### config.mk
export PLATFORM = sky130hd
export DESIGN_NAME = mem_access_unit
export DESIGN_NICKNAME = d
export VERILOG_FILES = /design/src/rtl/mem_pkg.sv /design/src/rtl/mem_lane_align.sv /design/src/rtl/mem_access_unit.sv
export SDC_FILE = /design/constraint.sdc
export NUM_CORES = 1
export LEC_CHECK = 0
export CORE_MARGIN = 10
export CORE_UTILIZATION = 42
export DETAILED_ROUTE_END_ITERATION = 10
export PLACE_DENSITY = 0.85
export SETUP_SLACK_MARGIN = 0.4
export SLEW_MARGIN = 20
export SYNTH_ARGS = -nofsm -noshare
export SYNTH_HDL_FRONTEND = slang
export SYNTH_SLANG_ARGS = --single-unit
### constraint.sdc
create_clock -name clk -period 2.5 [get_ports clk]
set_clock_uncertainty 0.05 [all_clocks]
set_input_delay 0.5 -clock clk [delete_from_list [all_inputs] [get_ports clk]]
set_output_delay 0.5 -clock clk [all_outputs]
set_load 0.01 [all_outputs]
### src/rtl/mem_pkg.sv
// Shared definitions for the load/store sequencer and its lane aligner.
//   size_e  : access size encoding as it arrives on the request port
//   state_e : sequencer FSM states
//   req_t   : request fields captured at accept time
package mem_pkg;

  localparam int DEPTH_DEF = 512;

  typedef enum logic [1:0] {
    SZ_BYTE = 2'b00,
    SZ_HALF = 2'b01,
    SZ_WORD = 2'b10,
    SZ_ILL  = 2'b11
  } size_e;

  typedef enum logic [2:0] {
    ST_IDLE = 3'd0,
    ST_RD   = 3'd1,
    ST_CAP  = 3'd2,
    ST_GAP  = 3'd3,
    ST_WR   = 3'd4,
    ST_ERR  = 3'd5,
    ST_DONE = 3'd6
  } state_e;

  // Only the low half of store data is kept: word stores drive the memory
  // write data directly at accept, sub-word stores need at most 16 bits.
  typedef struct packed {
    logic        write;
    size_e       size;
    logic        sgn;
    logic [1:0]  lane;
    logic [15:0] wdata;
  } req_t;

endpackage

### src/rtl/mem_lane_align.sv
// Combinational byte/halfword lane handling for a 32-bit little-endian word.
//   rdata_i : word read from memory
//   lane_i  : byte address bits [1:0]
//   size_i  : access size
//   sgn_i   : sign-extend sub-word loads
//   wdata_i : right-justified store data (byte uses [7:0])
//   ld_o    : extracted and extended load result
//   st_o    : rdata_i with the addressed lanes replaced by store data
module mem_lane_align
  import mem_pkg::*;
(
  input  logic [31:0] rdata_i,
  input  logic [1:0]  lane_i,
  input  size_e       size_i,
  input  logic        sgn_i,
  input  logic [15:0] wdata_i,
  output logic [31:0] ld_o,
  output logic [31:0] st_o
);

  logic [7:0]  byte_sel;
  logic [15:0] half_sel;

  assign byte_sel = rdata_i[{lane_i, 3'b000} +: 8];
  assign half_sel = lane_i[1] ? rdata_i[31:16] : rdata_i[15:0];

  always_comb begin
    ld_o = rdata_i;
    st_o = rdata_i;
    case (size_i)
      SZ_BYTE: begin
        ld_o = {{24{sgn_i & byte_sel[7]}}, byte_sel};
        st_o[{lane_i, 3'b000} +: 8] = wdata_i[7:0];
      end
      SZ_HALF: begin
        ld_o = {{16{sgn_i & half_sel[15]}}, half_sel};
        if (lane_i[1]) st_o[31:16] = wdata_i;
        else           st_o[15:0]  = wdata_i;
      end
      default: ;
    endcase
  end

endmodule

### src/rtl/mem_access_unit.sv
// Load/store sequencer between the MEM stage and a word-only data memory.
// Sub-word stores are done as read-modify-write with a quiet GAP cycle so
// that every memory strobe is a single-cycle pulse with low cycles around it.
//   clk, rst_n                  : clock, async active-low reset
//   reqValid/reqReady           : request handshake (accepted only in IDLE)
//   reqWrite/Size/Signed/Addr/Data : request fields, sampled at accept
//   respValid/respData/respErr  : one-cycle completion pulse and result
//   busy                        : stall request, high outside IDLE
//   memAddr/memDataIn/memRead/memWrite/memDataOut : data memory port
module mem_access_unit
  import mem_pkg::*;
#(
  parameter int DEPTH   = DEPTH_DEF,
  parameter int WORD_AW = 9
) (
  input  logic        clk,
  input  logic        rst_n,
  input  logic        reqValid,
  output logic        reqReady,
  input  logic        reqWrite,
  input  logic [1:0]  reqSize,
  input  logic        reqSigned,
  input  logic [31:0] reqAddr,
  input  logic [31:0] reqData,
  output logic        respValid,
  output logic [31:0] respData,
  output logic        respErr,
  output logic        busy,
  output logic [31:0] memAddr,
  output logic [31:0] memDataIn,
  output logic        memRead,
  output logic        memWrite,
  input  logic [31:0] memDataOut
);

  state_e             state_q;
  req_t               req_q;
  logic [WORD_AW-1:0] waddr_q;
  logic [31:0]        wdata_q, rdata_q;
  logic               rd_q, wr_q, rvld_q, rerr_q;

  size_e       sz;
  logic        misal, oor, bad;
  logic [31:0] ld_word, st_word;

  assign sz    = size_e'(reqSize);
  assign misal = (sz == SZ_HALF && reqAddr[0]) ||
                 (sz == SZ_WORD && reqAddr[1:0] != 2'b00);
  assign oor   = {2'b00, reqAddr[31:2]} >= 32'(DEPTH);
  assign bad   = misal || oor || (sz == SZ_ILL);

  mem_lane_align u_align (
    .rdata_i (memDataOut),
    .lane_i  (req_q.lane),
    .size_i  (req_q.size),
    .sgn_i   (req_q.sgn),
    .wdata_i (req_q.wdata),
    .ld_o    (ld_word),
    .st_o    (st_word)
  );

  // Strobes and response are registered alongside the state so each is a
  // clean single-cycle pulse aligned with RD / WR / DONE.
  always_ff @(posedge clk or negedge rst_n) begin
    if (!rst_n) begin
      state_q <= ST_IDLE;
      req_q   <= '0;
      waddr_q <= '0;
      wdata_q <= '0;
      rdata_q <= '0;
      rd_q    <= 1'b0;
      wr_q    <= 1'b0;
      rvld_q  <= 1'b0;
      rerr_q  <= 1'b0;
    end else begin
      rd_q   <= 1'b0;
      wr_q   <= 1'b0;
      rvld_q <= 1'b0;
      case (state_q)
        ST_IDLE: if (reqValid) begin
          req_q  <= '{write: reqWrite, size: sz, sgn: reqSigned,
                      lane: reqAddr[1:0], wdata: reqData[15:0]};
          rerr_q <= 1'b0;
          if (bad) begin
            state_q <= ST_ERR;
          end else begin
            waddr_q <= reqAddr[2 +: WORD_AW];
            if (reqWrite && sz == SZ_WORD) begin
              wdata_q <= reqData;
              wr_q    <= 1'b1;
              state_q <= ST_WR;
            end else begin
              rd_q    <= 1'b1;
              state_q <= ST_RD;
            end
          end
        end
        ST_RD: state_q <= ST_CAP;
        ST_CAP: begin
          if (req_q.write) begin
            wdata_q <= st_word;
            state_q <= ST_GAP;
          end else begin
            rdata_q <= ld_word;
            rvld_q  <= 1'b1;
            state_q <= ST_DONE;
          end
        end
        ST_GAP: begin
          wr_q    <= 1'b1;
          state_q <= ST_WR;
        end
        ST_WR: begin
          rdata_q <= '0;
          rvld_q  <= 1'b1;
          state_q <= ST_DONE;
        end
        ST_ERR: begin
          rdata_q <= '0;
          rerr_q  <= 1'b1;
          rvld_q  <= 1'b1;
          state_q <= ST_DONE;
        end
        default: state_q <= ST_IDLE;
      endcase
    end
  end

  // Ready is gated by reset so it reads 0 while reset is held.
  assign reqReady  = rst_n && (state_q == ST_IDLE);
  assign busy      = (state_q != ST_IDLE);
  assign respValid = rvld_q;
  assign respData  = rdata_q;
  assign respErr   = rerr_q;
  assign memAddr   = {{(32-WORD_AW){1'b0}}, waddr_q};
  assign memDataIn = wdata_q;
  assign memRead   = rd_q;
  assign memWrite  = wr_q;

endmodule

==> results of run 1 <==
==> how the worst max path moves through the flow <==
stage | slack, ns | from | cells after the start | to
floorplan | 0.39 | req_q[17] | 9 | memDataIn[10]
global placement | -0.11 | memDataOut[7] | 5 | respData[29]
detailed placement | -0.13 | memDataOut[7] | 5 | respData[25]
CTS | 0.37 | req_q[17] | 7 | memDataIn[0]
global route | 0.33 | req_q[16] | 8 | memDataIn[9]
finish | 0.38 | req_q[16] | 8 | memDataIn[9]
==> cells by family (layout without fill, tap and decap cells) <==
family,count (synthesis),in the layout,synth area share [%]
other,1,25,0.06156
AO/OA/AOI/OAI,185,185,23.37
multiplexers,75,75,15.20
flip-flops,102,102,41.90
adder cells (fa/ha/maj),5,5,1.027
buffers and inverters,88,279,7.579
XOR/XNOR,1,1,0.1438
AND/OR/NAND/NOR,136,136,10.72
==> metal layers <==
metal,vias to the layer above,wire [um]
met1,2914,8838
met3,49,2712
met5,-,0
met2,362,11010
li1,2599,-
met4,0,658
==> timing repair <==
action | CTS | global route
pin swaps | 2 | 15
setup endpoints to repair | 72 | 70
buffers inserted | 7 | 12
cloned | 2 | 3
resized for setup | 52 | 40
==> per-stage QoR <==
| step | total power [uW] | hold slack (ns) |
|---|---|---|
| after CTS | 10650 | 0.2125 |
| after global placement | 8567 | 0.4078 |
| after global routing | 11800 | 0.2314 |
| after detailed placement | 8699 | 0.4133 |
| final | 11200 | 0.1534 |
| after floorplan | 6428 | 0.1544 |
==> worst register-to-register path, stage by stage (launching register included) <==
cell and delay [ns]:
dfrtp_1 0.40, buf_6 0.13, buf_12 0.12, ha_1 0.22
and4b_2 0.25, and2_4 0.19, a221oi_2 0.29, a21oi_2 0.10
mux2_2 0.26
==> placed cells by master (no fill, tap or decap), types with 10 or more instances in the layout <==
cell	count
clkbuf_16	12
nand2b_1	11
a221oi_1	17
clkdlybuf4s50_1	154
mux2_2	55
buf_4	47
nand2_1	40
inv_1	15
a221oi_2	13
a21oi_1	38
o22ai_1	10
a22o_1	36
nor2_1	48
a221o_2	10
dlygate4sd2_1	18
o21ai_0	17
conb_1	23
dfrtp_1	97
==> sequential cells by signal, summed over array words and instances (netlist names) <==
signal and cells:
respValid 1, state_q 3, memRead 1, waddr_q 9, memDataIn 32, respErr 1, memWrite 1, req_q 22
respData 32
==> cell type report <==
class                           instances  area, um2
Clock buffer                           10      239.0
Timing Repair Buffer                  246       2510
Multi-Input combinational cell        425       3437
Antenna cell                            2      5.005
Sequential cell                       102       2559
Fill cell                            1065       4911
Inverter                               18      72.57
Tap cell                              180      225.2
Clock inverter                          5      83.83
==> power by group through the flow <==
stage | registers [uW] | logic, uW | clock network (uW)
after floorplan | 3040 | 3390 | 0
after global placement | 3000 | 5570 | 0
after detailed placement | 3030 | 5670 | 0
after CTS | 3010 | 6090 | 1550
after global routing | 3140 | 7040 | 1620
final | 3060 | 6610 | 1520
==> results.json, run 1 <==
{
  "outcome": "completed",
  "internal-power_uw": 6725,
  "dieArea_um2": 19720,
  "gp_congestion": 0.9797,
  "avgRoutedWirePerCell_um": 23.50,
  "ys_ff_latch": 102,
  "p_leak_uw": 0.003952,
  "cts.hold.buffers_added": 0,
  "ys_seq_area_share_pct": 41.90,
  "critical_path_class": "register to register",
  "final_cell_area_um2": 9131,
  "dieWidth_um": 140.4,
  "viasPerCell": 5.996,
  "drt_iter0_markers": 604,
  "arrival_ns": 2.32,
  "dr.pass1.iters": 5,
  "antenna_found_initial": 2,
  "crit_slowest_cell": "dfrtp_1",
  "die_h_um": 140.4,
  "drv_slew": 0,
  "met2_usage_pct": 34.04,
  "worst-path-buf-inv": 2,
  "cts_max_path_buffers": 2,
  "syn-cell-area_um2": 6092,
  "grt_pass1_wl_mm": 34.15,
  "worst_pin_slew_ns": 0.5822,
  "yosysWarningCount": 0,
  "final-setup-viol-count": 0,
  "setup.worst_path.start_class": "register",
  "switching_share_pct": 39.93,
  "wirelength_mm": 23.22,
  "h-tree-depth": 3,
  "grt-busiest-layer": "met2",
  "cts_tree": "built",
  "worstRegToRegCells": 8,
  "synth.area.top_cells": "dfrtp_1 (42%), mux2_2 (10%), a22o_1 (5.2%)",
  "cts_buffers": 9,
  "max_cap_viol_count": 0,
  "dp_cells": 947,
  "crit_family": "simple AND/OR/NAND/NOR gates",
  "finalSetupTns_ns": 0,
  "pwr-share-comb_pct": 59.1,
  "crit_chain": "buf_6 -> buf_12 -> ha_1 -> and4b_2 -> and2_4 -> a221oi_2 -> a21oi_2 -> mux2_2",
  "r2r-start": "req_q[16]",
  "grt_util_met1_pct": 27.74,
  "area_growth_pct": 49.89,
  "vias": 5924,
  "final_nets": 910,
  "setup_ws_ns": 0.3800,
  "rsz0062_at_grt": "true",
  "layout_min_cycle_time_ns": 2.120,
  "fp-row-count": 43,
  "postSynthCellCount": 593,
  "clock-sinks": 102,
  "post-place-ws_ns": -0.1279,
  "instances_no_fill": 988,
  "synthFlopType": "dfrtp_1",
  "numPortBuffers": 181,
  "regToRegSetupSlack_ns": 0.38,
  "p_switching_uw": 4471,
  "r2r-end": "memDataIn[9]",
  "grt_overflow": 0,
  "critical-path-max-stage-delay_ns": 0.40,
  "yosysMostFrequentCell": "dfrtp_1",
  "pwr-share-seq_pct": 27.3,
  "yosysTopAreaCellShare_pct": 41.90,
  "synth_common_cells": "dfrtp_1 (102), mux2_2 (56), nor2_1 (49), nand2_1 (41), a21oi_1 (40)",
  "clk_pin_slew_ns": 0.07,
  "hold_violations": 0,
  "grt_max_degree": 103,
  "synth-edff-count": 0,
  "initial_core_util_pct": 43.38,
  "drive_gt1_share_pct": 26.55,
  "async_flop_share_pct": 100.0,
  "final_antenna_net_count": 0,
  "clk_latency_ns": 0.36,
  "worstPathRequired_ns": 2.70,
  "max_slew_margin_pct": 61.19,
  "power.density_nw_per_um2": 1226,
  "grt_pass1_vias": 5856,
  "drc": 0,
  "clkPwrFrac_pct": 13.6,
  "met3_usage_pct": 6.829,
  "core_area_um2": 14040,
  "ir_drop_mv": 0.6131,
  "final_util_pct": 65.03,
  "grt_util_all_layers_pct": 21.79,
  "timing.final.crit_share_pct": 84.80,
  "crit_fanout": 4,
  "hp-class": "input pin to async pin",
  "dp_hpwl_mm": 16.25,
  "synth_cell_types": 53,
  "num_io_pins": 205,
  "avgSynthCellArea_um2": 10.27,
  "clockRootBuffer": "clkbuf_16",
  "fmax_mhz": 471.7,
  "synth_largest_area_cell": "dfrtp_1",
  "endpoint_kind": "register",
  "placed_area_um2": 8217
}
Note: power is estimated with default switching activity, not from simulation.
==> run 2: changes to the inputs <==
clock period = 1.9 ns   (was 2.5 ns; I/O delays follow)
==> run 2 against run 1 <==
Critical endpoint unchanged. Die area is the same. Power up 52%. Core utilization grew 9.3 points. Register-to-register slack lost 0.66 ns. The run now ends with negative setup slack left. Worst hold slack worse by 0.095 ns.
==> results.json, run 2 (synthesized netlist as in run 1, its figures left out) <==
{
  "grt_util_met1_pct": 31.26,
  "dp_hpwl_mm": 19.06,
  "h-tree-depth": 3,
  "worst_pin_slew_ns": 0.5783,
  "final-setup-viol-count": 61,
  "regArea_um2": 2555,
  "p_total_uw": 17060,
  "outcome": "finished with violations",
  "r2r-start": "req_q[17]",
  "placed_area_um2": 8960,
  "fillCellCount": 906,
  "clock-sinks": 102,
  "core_area_um2": 14040,
  "hold_violations": 0,
  "num_io_pins": 205,
  "cts_buffers": 9,
  "dr.pass1.iters": 8,
  "cts.hold.buffers_added": 0,
  "drive_gt1_share_pct": 40.83,
  "violations": "negative setup slack",
  "initial_core_util_pct": 43.38,
  "drv_slew": 0,
  "grt_overflow": 0,
  "setup.worst_path.start_class": "register",
  "clk_pin_slew_ns": 0.07,
  "timing.final.crit_share_pct": 115.0,
  "grt_max_degree": 103,
  "power.density_nw_per_um2": 1634,
  "final_cell_area_um2": 10440,
  "dieWidth_um": 140.4,
  "clk_latency_ns": 0.36,
  "dieArea_um2": 19720,
  "grt-busiest-layer": "met2",
  "cts_tree": "built",
  "drc": 0,
  "cts_max_path_buffers": 2,
  "fmax_mhz": 457.7,
  "hp-class": "input pin to async pin",
  "numPortBuffers": 181,
  "area_growth_pct": 71.39,
  "die_h_um": 140.4,
  "critical-path-max-stage-delay_ns": 0.43,
  "p_leak_uw": 0.005100,
  "grt_pass1_wl_mm": 38.12,
  "grt_util_all_layers_pct": 24.31,
  "final_antenna_net_count": 0,
  "crit_slowest_cell": "dfrtp_2",
  "crit_start": "req_q[17]",
  "endpoint_kind": "register",
  "avgRoutedWirePerCell_um": 26.29,
  "max_cap_viol_count": 0,
  "antenna_found_initial": 0,
  "final_cell_mix": "buf_4 (102), dfrtp_1 (100), clkdlybuf4s50_1 (77)",
  "fp-row-count": 43,
  "critical_path_class": "register to register",
  "diodes": 0,
  "gp_congestion": 0.9366,
  "multiInputGateArea_um2": 4016,
  "layout_min_cycle_time_ns": 2.185,
  "clockRootBuffer": "clkbuf_16",
  "ir_drop_mv": 1.029,
  "met3_usage_pct": 5.950,
  "final_nets": 993,
  "arrival_ns": 2.38,
  "worstPathRequired_ns": 2.09,
  "viasPerCell": 6.104,
  "rsz0062_at_grt": "true",
  "mostFrequentLayoutCell": "buf_4",
  "max_slew_margin_pct": 61.45,
  "vias": 6525,
  "holdWs_ns": 0.05850,
  "crit_chain": "clkinv_4 -> buf_12 -> ha_2 -> and4b_2 -> and2_4 -> a221oi_4 -> a21oi_2 -> mux2_4",
  "grt_pass1_vias": 6455,
  "setup_ws_ns": -0.2850,
  "crit_fanout": 4,
  "met2_usage_pct": 38.84,
  "wirelength_mm": 28.10,
  "drt_iter0_markers": 693
}
run 2: changes by cell type in the layout (fill, tap and decap cells not counted), sizes merged, moves of 9 or more:
cell           previous run  this run
dlygate4sd2              18        43
buf                      63       151
clkdlybuf4s15             0        10
clkbuf                   13        22
clkdlybuf4s50           154        77
dlymetal6s2s              8        34
run 2: worst paths after layout:
check                                    end  slack (ns)  cells past startpoint
worst max-delay path            memDataIn[9]       -0.28                      8
worst min-delay path              waddr_q[8]        0.06                      2
worst max register to register  memDataIn[9]       -0.28                      8
worst min register to register   respData[1]        0.42                      2
max in group asynchronous        respData[8]        1.28                      2
min in group clk                   req_q[19]        0.37                      4
run 2: worst max-delay path, delay by kind of cell, from the launching register on:
family	cells	cell delay (ns)
flops	1	0.43
fa+ha+maj	1	0.16
compound gates	2	0.42
buf+inv	2	0.24
mux	1	0.27
simple gates	2	0.49
run 2: cell type report:
| type | count | share of cell area, % |
|---|---|---|
| Multi-Input combinational cell | 426 | 38.47 |
| Clock buffer | 9 | 2.157 |
| Timing Repair Buffer | 328 | 30.99 |
| Inverter | 18 | 0.6950 |
| Clock inverter | 6 | 1.067 |
| Tap cell | 180 | 2.157 |
| Sequential cell | 102 | 24.47 |
run 2: per-layer routing:
metal	vias to the layer above	wire (um)
met3	111	2544
met5	-	0
met2	413	13540
met4	0	1149
met1	3232	10870
li1	2769	-
run 2: per-stage QoR:
| step | TNS (ns) | util [%] | instances | setup slack [ns] |
|---|---|---|---|---|
| after floorplan | -3.805 | - | 615 | -0.2126 |
| after global placement | -32.48 | 63.81 | 1014 | -0.5769 |
| after detailed placement | -38.24 | 63.81 | 1014 | -0.6949 |
| after CTS | -6.537 | 67.46 | 1036 | -0.2514 |
| after global routing | -11.75 | 74.36 | 1069 | -0.3068 |
| final | -8.557 | 74.36 | 1069 | -0.2850 |
run 2: what timing repair did:
| item | in CTS | in global routing |
|---|---|---|
| gates resized for setup | 132 | 199 |
| cloned | 0 | 4 |
| setup endpoints to repair | 178 | 138 |
| buffers inserted | 7 | 29 |
| hold endpoints to repair | 0 | 0 |
| pin swaps | 22 | 67 |
run 2: power by group:
| part | leakage (uW) | internal (uW) | total [uW] | switching, uW |
|---|---|---|---|---|
| logic | 0.00366 | 5550 | 11000 | 5420 |
| registers | 0.00128 | 3110 | 3950 | 841 |
| clock network | 0.000161 | 1280 | 2130 | 850 |
==> run 3: changes to the inputs <==
GPL_TIMING_DRIVEN = 0   (was default)
==> run 3 against run 2 <==
The run ends with negative hold slack, negative setup slack left. Final area shrank 4.1%. Sequential power barely moved. Combinational power decreased by 6%. Clock-buffer cell count increased by 1. Maximum frequency shrank 0.39%. Worst setup slack got worse by 0.0086 ns. Flip-flop and latch count did not move. Wire length is 9.7% lower. Via count is 6.0% lower. Largest cell class unchanged. Highest routed layer unchanged.
==> results.json, run 3 (synthesized netlist as in run 1, its figures left out) <==
{
  "outcome": "finished with violations",
  "violations": "negative hold slack, negative setup slack",
  "drive_gt1_share_pct": 37.88,
  "clk_pin_slew_ns": 0.07,
  "h-tree-depth": 3,
  "post-place-ws_ns": -0.8378,
  "drv_slew": 0,
  "fmax_mhz": 455.9,
  "vias": 6131,
  "grt_max_degree": 55,
  "clockRootBuffer": "clkbuf_16",
  "drt_iter0_markers": 626,
  "hold_violations": 49,
  "dp_cells": 977,
  "grt_util_all_layers_pct": 24.54,
  "drc": 0,
  "numPortBuffers": 181,
  "final-setup-viol-count": 64,
  "initial_core_util_pct": 43.38,
  "worstPathRequired_ns": 2.09,
  "finalSetupTns_ns": -11.00,
  "final_nets": 969,
  "wirelength_mm": 25.38,
  "timing.final.crit_share_pct": 115.4,
  "mostFrequentLayoutCell": "dfrtp_1",
  "diodes": 0,
  "grt_overflow": 0,
  "multiInputGateArea_um2": 3915,
  "dr.pass1.iters": 5,
  "antenna_found_initial": 0,
  "worst_pin_slew_ns": 0.6880,
  "setup_ws_ns": -0.2935,
  "regToRegSetupSlack_ns": -0.29,
  "max_cap_viol_count": 0,
  "cp-endpoint": "memDataIn[8]",
  "gp_congestion": 0.9897,
  "final_util_pct": 71.29,
  "r2r-end": "memDataIn[8]",
  "r2r-start": "req_q[17]",
  "worstRegToRegCells": 9,
  "endpoint_kind": "register",
  "clkPwrFrac_pct": 11.6,
  "dieArea_um2": 19720,
  "instances_no_fill": 1046,
  "crit_fanout": 6,
  "dieWidth_um": 140.4,
  "crit_start": "req_q[17]",
  "layout_min_cycle_time_ns": 2.194,
  "p_total_uw": 16130,
  "cts_tree": "built",
  "final_cell_mix": "dfrtp_1 (98), dlygate4sd2_1 (81), clkdlybuf4s50_1 (73)",
  "num_io_pins": 205,
  "viasPerCell": 5.861,
  "power.density_nw_per_um2": 1611,
  "cts_max_path_buffers": 2,
  "p_leak_uw": 0.004620,
  "pwr-share-comb_pct": 63.8,
  "grt_pass1_vias": 6386,
  "grt_pass1_wl_mm": 38.27,
  "holdWs_ns": -0.1749,
  "regArea_um2": 2557,
  "pwr-share-seq_pct": 24.6,
  "die_h_um": 140.4,
  "internal-power_uw": 9320,
  "switching_share_pct": 42.20,
  "hp-class": "input pin to async pin",
  "max_slew_margin_pct": 54.13,
  "setup.worst_path.start_class": "register",
  "critical_path_class": "register to register",
  "rsz0062_at_grt": "true",
  "final_antenna_net_count": 0,
  "area_growth_pct": 64.33,
  "p_switching_uw": 6806,
  "clk_latency_ns": 0.36,
  "fp-row-count": 43,
  "dp_hpwl_mm": 18.20,
  "avgRoutedWirePerCell_um": 24.26,
  "core_area_um2": 14040,
  "arrival_ns": 2.39,
  "ir_drop_mv": 0.8021,
  "fillCellCount": 1021,
  "clock-sinks": 102,
  "cts_buffers": 9
}
[run 3: power groups by stage]
stage | Sequential (uW) | Clock [uW] | Combinational, uW
after floorplan | 4030 | 0 | 4900
after global placement | 3940 | 0 | 8030
after detailed placement | 3980 | 0 | 8170
after CTS | 3920 | 1880 | 9440
after global routing | 4070 | 1970 | 10900
final | 3960 | 1870 | 10300
[run 3: layout make-up]
cell class              instances  share of cell area, %
plain buffers                  70                  6.437
clock buffers                  10                  2.287
inverters                      18                 0.8624
flip-flops and latches        102                  25.55
repair buffers                235                  22.90
well taps                     180                  2.250
clock inverters                 6                 0.6124
multi-input cells             425                  39.11
[run 3: worst min path at each step]
stage,start,endpoint,slack (ns),cells past startpoint
after global placement,respData[0],respData[0],0.41,2
final,rst_n,waddr_q[1],-0.17,1
after floorplan,rst_n,memDataIn[0],0.03,0
after global routing,rst_n,waddr_q[1],-0.15,1
after detailed placement,rst_n,waddr_q[1],0.31,1
after CTS,rst_n,waddr_q[1],-0.16,1
[run 3: routing by layer]
layer	global-route usage, %	up-vias	share of wire, %
met4	7.717	0	3.0
met2	41.35	322	49
met1	30.08	3015	38
met5	0	-	0
li1	-	2730	-
met3	5.984	64	9.2
[run 3: stage by stage]
step	instance area [um2]	hold WS, ns
global placement	8537	0.4104
CTS	9683	-0.1592
detailed placement	8566	0.3064
finish	10010	-0.1749
global route	10010	-0.1515
floorplan	6500	0.03441
[run 3: critical path, cell delays in order, from the launching register on]
cell      delay (ns)
dfrtp_2         0.37
buf_6           0.13
clkinv_8        0.05
buf_8           0.13
ha_4            0.26
and4b_2         0.27
and2_4          0.19
a221oi_2        0.24
a21oi_1         0.12
mux2_2          0.27
[run 3: what timing repair did]
action,CTS,global route
setup endpoints to repair,177,109
pin swaps,38,33
endpoints found under the hold margin,49,49
setup buffers,32,13
cloned,8,0
resized for setup,311,58
